--- src/rtl/rdcla.sv ---
// -----------------------------------------------------------------------------
// rdcla - 32-bit registered recursive-doubling carry-lookahead adder
//
// Computes {cout, sum} = a + b + cin. The carry network is a 5-level
// parallel-prefix (Kogge-Stone style) tree. Operands are captured in an input
// register stage and the result is held in an output register stage, so the
// latency is two rising edges and a new operand set is accepted every cycle.
//
// Ports:
//   sum    out [31:0] registered sum (modulo 2^32)
//   cout   out        registered unsigned carry-out of bit 31
//   a      in  [31:0] operand A
//   b      in  [31:0] operand B
//   cin    in         carry-in
//   clk    in         clock, all state updates on the rising edge
//   rst_n  in         asynchronous active-low reset, clears every register
// -----------------------------------------------------------------------------
module rdcla (
    output logic [31:0] sum,
    output logic        cout,
    input  logic [31:0] a,
    input  logic [31:0] b,
    input  logic        cin,
    input  logic        clk,
    input  logic        rst_n
);

    localparam int WIDTH  = 32;
    localparam int LEVELS = 5;

    // ------------------------------------------------------------------
    // Stage 0: operand registers
    // ------------------------------------------------------------------
    logic [WIDTH-1:0] a_reg;
    logic [WIDTH-1:0] b_reg;
    logic             cin_reg;

    always_ff @(posedge clk or negedge rst_n) begin
        if (!rst_n) begin
            a_reg   <= '0;
            b_reg   <= '0;
            cin_reg <= 1'b0;
        end else begin
            a_reg   <= a;
            b_reg   <= b;
            cin_reg <= cin;
        end
    end

    // ------------------------------------------------------------------
    // Bitwise generate / propagate
    // ------------------------------------------------------------------
    logic [WIDTH-1:0] gen_bit;
    logic [WIDTH-1:0] prop_bit;

    assign gen_bit  = a_reg & b_reg;
    assign prop_bit = a_reg ^ b_reg;

    // ------------------------------------------------------------------
    // Prefix network. Row 0 is the bitwise (G,P) with cin folded into
    // bit 0, so the group generate out of the tree already includes the
    // carry-in and no separate carry-in correction is needed afterwards.
    // Row l combines each bit with the bit 2^(l-1) positions below it.
    // ------------------------------------------------------------------
    logic [LEVELS:0][WIDTH-1:0] gen_lvl;
    logic [LEVELS:0][WIDTH-1:0] prop_lvl;

    assign gen_lvl[0][0]  = gen_bit[0] | (prop_bit[0] & cin_reg);
    assign prop_lvl[0][0] = prop_bit[0];

    generate
        for (genvar gi = 1; gi < WIDTH; gi++) begin : g_row0
            assign gen_lvl[0][gi]  = gen_bit[gi];
            assign prop_lvl[0][gi] = prop_bit[gi];
        end

        for (genvar gl = 1; gl <= LEVELS; gl++) begin : g_level
            localparam int DIST = 1 << (gl - 1);
            for (genvar gi = 0; gi < WIDTH; gi++) begin : g_bit
                if (gi < DIST) begin : g_pass
                    // Nothing below to combine with: group already complete.
                    assign gen_lvl[gl][gi]  = gen_lvl[gl-1][gi];
                    assign prop_lvl[gl][gi] = prop_lvl[gl-1][gi];
                end else begin : g_comb
                    assign gen_lvl[gl][gi]  = gen_lvl[gl-1][gi]
                                            | (prop_lvl[gl-1][gi] & gen_lvl[gl-1][gi-DIST]);
                    assign prop_lvl[gl][gi] = prop_lvl[gl-1][gi] & prop_lvl[gl-1][gi-DIST];
                end
            end
        end
    endgenerate

    // ------------------------------------------------------------------
    // Carries and sum. carry[i+1] is the group generate of bits [i:0].
    // ------------------------------------------------------------------
    logic [WIDTH:0]   carry;
    logic [WIDTH-1:0] sum_next;
    logic             cout_next;

    assign carry     = {gen_lvl[LEVELS], cin_reg};
    assign sum_next  = prop_bit ^ carry[WIDTH-1:0];
    assign cout_next = carry[WIDTH];

    // ------------------------------------------------------------------
    // Stage 1: result registers
    // ------------------------------------------------------------------
    logic [WIDTH-1:0] sum_reg;
    logic             cout_reg;

    always_ff @(posedge clk or negedge rst_n) begin
        if (!rst_n) begin
            sum_reg  <= '0;
            cout_reg <= 1'b0;
        end else begin
            sum_reg  <= sum_next;
            cout_reg <= cout_next;
        end
    end

    assign sum  = sum_reg;
    assign cout = cout_reg;

endmodule

--- config.mk ---
export PLATFORM = sky130hd
export DESIGN_NAME = rdcla
export DESIGN_NICKNAME = d
export VERILOG_FILES = /design/src/rtl/rdcla.sv
export SDC_FILE = /design/constraint.sdc
export NUM_CORES = 1
export LEC_CHECK = 0
export CAP_MARGIN = 20
export CORE_ASPECT_RATIO = 0.9
export CORE_MARGIN = 1
export CORE_UTILIZATION = 45
export CTS_CLUSTER_DIAMETER = 100
export DETAILED_ROUTE_END_ITERATION = 12
export HOLD_SLACK_MARGIN = 0.1
export PLACE_DENSITY = 0.8
export SYNTH_ARGS = -nofsm -noshare
export SYNTH_HDL_FRONTEND = slang
export SYNTH_SLANG_ARGS = --single-unit
--- constraint.sdc ---
create_clock -name clk -period 4 [get_ports clk]
set_clock_uncertainty 0.05 [all_clocks]
set_input_delay 1 -clock clk [delete_from_list [all_inputs] [get_ports clk]]
set_output_delay 1 -clock clk [all_outputs]
set_load 0.005 [all_outputs]
Word level (Yosys, flattened, before mapping)
Cells that the tools add are included.
Operators by class
  add/sub/neg operators: 0
  multiply operators: 0
  div/mod/pow operators: 0
  order comparisons: 0
  eq/ne operators: 0
  shift-type cells: 0
  multiplexer cells: 0
  bitwise operators: 361
  reduce and logical (&&, ||, !) cells: 0
Operators with widths (number)
  1-bit AND: 228
  1-bit bitwise OR: 130
  32-bit XOR: 2
  32-bit AND: 1
Storage, ports and cells
  flip-flop bits (word level): 98
  bits in latches: 0
  bits in writable memories: 0
  memory bits (read-only): 0
  output and inout port bits: 33
  logic and storage cells: 366
  memories: 0

Depth between registers and ports, before layout
  depth after elaboration: 13
  gate-level depth with buffers: 10
  gate-level depth less buffers: 10

Least setup slack after synthesis
No wires, ideal clock.
  path type: register to register
  start point: register a_reg[0]
  end point: register cout_reg, in the netlist cout
  data arrival time: 2.713 ns
  setup slack: 1.111 ns
  stages on the path, launching flop included: 10
  buffers on the path: 0
  period minus slack after synthesis: 2.889 ns
  path through: dfrtp_1 fa_1 fa_1 a21o_1 a221o_1 o211ai_1 a22oi_1 a41oi_2 a21oi_1 a221o_1
Between the ends
  word-level cells in the longest chain between the ends: 13
RTL lines
  start, declared: RTL line 34  | logic [WIDTH-1:0] a_reg;
  start signal, assigned: RTL line 40  | a_reg <= '0;
  start signal, assigned: RTL line 44  | a_reg <= a;
  32-bit XOR: RTL line 57  | assign prop_bit = a_reg ^ b_reg;
  1-bit AND: RTL line 68  | assign gen_lvl[0][0] = gen_bit[0] | (prop_bit[0] & cin_reg);
  1-bit bitwise OR *: RTL line 68
  1-bit AND *: RTL line 86  | | (prop_lvl[gl-1][gi] & gen_lvl[gl-1][gi-DIST]);
  1-bit bitwise OR *: RTL line 86
  1-bit AND *: RTL line 86
  1-bit bitwise OR *: RTL line 86
  1-bit AND *: RTL line 86
  1-bit bitwise OR *: RTL line 86
  1-bit AND *: RTL line 86
  1-bit bitwise OR *: RTL line 86
  1-bit AND *: RTL line 86
  1-bit bitwise OR *: RTL line 86
  named net cout_next: RTL line 98  | logic cout_next;
  end signal, assigned: RTL line 116  | cout_reg <= cout_next;
  end, declared: RTL line 108  | logic cout_reg;
Mark *: on every way through the listed nets, which the timed path passes. The rest lies on a longest branch.

Worst setup path in the final report
Ends and elaborated chain as after synthesis.

==> flow_summary_export.csv <==
group,metric,value,unit
outcome,status,"finished clean",
power_and_ir_drop,p_per_area,420.5,mW/mm^2
drt,final_antenna_net_count,0,
logic_synthesis,ys_seq_area_share,60.64,%
layout,fin_util,62.07,%
layout,drive_gt1_share,6.147,%
logic_synthesis,synth_warnings,0,
critical_path,cp-start-kind,"register",
run,max-cap-violations,0,
timing,hold_viol,0,
critical_path,endpoint_kind,"register",
cts,clkSlewWorstSetupHoldPaths,0.09,ns
floorplan,core-area,0.008648,mm^2
cts,cts_tree,"built",
logic_synthesis,syn-mean-instance-area,12.96,um^2
timing,holdWs,0.4859,ns
global_routing,antenna_found_initial,0,
layout,seqCellArea,0.002452,mm^2
layout,diodes,0,
global_routing,grt_max_degree,70,
timing,tns,0,ns
timing,setup_viol,0,
logic_synthesis,netlist_instances,312,
placed_design,dp_slack,0.7909,ns
power_and_ir_drop,power.leakage,2.337,nW
timing,worst_slew_pin_slew,0.8409,ns
timing,worst_slack,0.7287,ns
logic_synthesis,ys_ff_latch,98,
cts,cts_resized,0,
drt,drt_iter0_drc,88,
layout,multi_input_area,0.001553,mm^2
global_routing,grt_pass1_wl,12.74,mm
floorplan,ios,100,
floorplan,row_count,32,
global_routing,track_usage,17.94,%
cts,htree_levels,3,
floorplan,die_area,0.009370,mm^2
timing,drv_slew,0,
logic_synthesis,syn_area,0.004044,mm^2
critical_path,critical_path_class,"register to register",
cts,cts_hold_buffers,0,
floorplan,fp.dieH,91.93,um
placed_design,dpl_cell_area,0.005176,mm^2
drt,wirelength,7.738,mm
cts,cts_setup_buffers,0,
cts,cts.sinks,98,
drt,vias,2784,
placed_design,gp_congestion,0.8539,
worst_hold_path,hp-class,"register to register",
layout,final_nets,519,
critical_path,path_cells,"fa_1 > fa_1 > a21o_1 > a221o_1 > o211ai_1 > a22oi_1 > a41oi_2 > a21oi_1 > a221o_1",
power_and_ir_drop,ir_drop,0.2049,mV
critical_path,cp.required,4.19,ns
cts,clockBufferDepth,2,
critical_path,crit_arrival,3.46,ns
cts,cts_buffers,9,
drt,drc_errors,0,
critical_path,critPathMaxStageDelay,0.46,ns
drt,viasPerCell,5.137,
placed_design,port_buffers,99,
drt,dr.pass1.iters,4,
timing,rsz0062_at_grt,"no",
timing,fin_crit,3.271,ns
logic_synthesis,synth.net_count,412,
layout,area_delta_synth_final,32.74,%
global_routing,overflow,0,
timing,max_freq,305.7,MHz
global_routing,grt_pass1_vias,2814,
cts,root_buffer,"clkbuf_8",
power_and_ir_drop,report.power.total,2.257,mW
timing,period_share,81.78,%
layout,fillers,699,
layout,fin_area,0.005368,mm^2
layout,final_cells,542,
logic_synthesis,synth.distinct_cells,42,
floorplan,die_x,101.9,um
timing,slew_headroom,43.94,%
floorplan,initial_core_util,46.76,%
placed_design,dp_cells,527,
placed_design,hpwl,5.811,mm
drt,wl_per_cell,14.28,um
cts,clk_latency,0.35,ns
critical_path,cp_max_fo,3,
critical_path,crit_slowest_cell,"fa_1",
[final cells by class]
| cell class | instances | share of cell area [%] |
|---|---|---|
| Tap cell | 119 | 2.774 |
| Sequential cell | 98 | 45.69 |
| Clock inverter | 6 | 1.259 |
| Multi-Input combinational cell | 204 | 28.93 |
| Inverter | 5 | 0.3497 |
| Timing Repair Buffer | 101 | 18.69 |
| Clock buffer | 9 | 2.308 |
[cells in the mapped netlist (all sizes together)]
master	n	area, um^2
o21ai	11	55.05
clkbuf	5	20.01
a31o	1	8.760
dfrtp	98	2452
nor4	1	6.260
fa	2	40.04
a211o	2	17.52
nand4	5	31.28
and2b	1	7.510
a211oi	9	77.57
a21oi	33	172.7
o311ai	1	8.760
o21a	2	15.01
a2111oi	1	8.760
o2bb2ai	1	8.760
nor3	2	10.01
a221oi	1	15.01
nor2	13	48.80
o2111ai	3	26.28
nand3	3	15.01
xnor2	16	140.1
nand2	16	60.06
a221o	2	20.02
xor2	13	113.9
a2bb2oi	1	8.760
or2	1	6.260
nand2b	4	25.02
o211ai	5	37.54
and3	1	6.260
nor2b	3	18.77
a22oi	1	7.510
a31oi	2	18.77
a41oi	1	16.27
a21o	13	97.59
and4	1	8.760
and2	1	6.260
inv	5	18.77
ha	31	387.9
[worst max-delay path: cells and delay by family (launching register included)]
kind / cells / cell delay [ns]
AO/OA/AOI/OAI: 7 / 1.85
adder cells (fa/ha/maj): 2 / 0.87
flip-flops: 1 / 0.39
[final timing paths]
kind                       startpoint         to  slack [ns]  depth (start not counted)
min                           cin_reg     sum[0]        0.49                          1
max in group asynchronous       rst_n  a_reg[26]        2.46                          2
min in group asynchronous       rst_n     sum[0]        0.69                          1
max                          a_reg[0]       cout        0.73                          9
max reg2reg                  a_reg[0]       cout        0.73                          9
min reg2reg                   cin_reg     sum[0]        0.49                          1
[logic make-up after synthesis]
| group | share of synthesized area (%) |
|---|---|
| compound gates | 15.35 |
| xor+xnor | 6.281 |
| simple gates | 6.189 |
| flops | 60.64 |
| buf+inv | 0.9590 |
| fa+ha+maj | 10.58 |
[per-layer routing]
layer / vias to the layer above / share of wire, % / wire length, um / global-route usage [%]
met5: - / 0 / 0 / 0
li1: 1333 / - / - / -
met1: 1337 / 42 / 3262 / 21.82
met3: 23 / 4.6 / 355 / 4.954
met2: 91 / 51 / 3969 / 30.24
met4: 0 / 1.9 / 150 / 6.786
[layout by cell type, fill, tap and decap left out, types with 2 or more instances in the layout]
cell type / synthesis / layout
a221o_1: 2 / 2
xnor2_1: 16 / 16
xor2_1: 13 / 13
nand2_1: 16 / 16
nand2b_1: 4 / 4
inv_1: 5 / 5
a211oi_1: 7 / 7
ha_1: 31 / 31
nand3_1: 3 / 3
clkinvlp_4: 0 / 2
dfrtp_1: 98 / 98
fa_1: 2 / 2
a21oi_1: 31 / 31
nand4_1: 5 / 5
a211oi_2: 2 / 2
nor2b_1: 3 / 3
o21a_1: 2 / 2
nor3_1: 2 / 2
nor2_1: 13 / 13
o2111ai_1: 3 / 3
clkdlybuf4s50_1: 0 / 98
a21o_1: 13 / 13
a211o_1: 2 / 2
clkbuf_8: 0 / 9
o21ai_0: 11 / 11
o211ai_1: 5 / 5
buf_4: 0 / 3
a21oi_2: 2 / 2
[where the power goes]
part	internal [mW]	leakage, nW	switching, mW
logic	0.296	1.10	0.222
registers	1.09	1.14	0.0339
clock network	0.287	0.0917	0.324
Note: power is estimated with default switching activity, not from simulation.
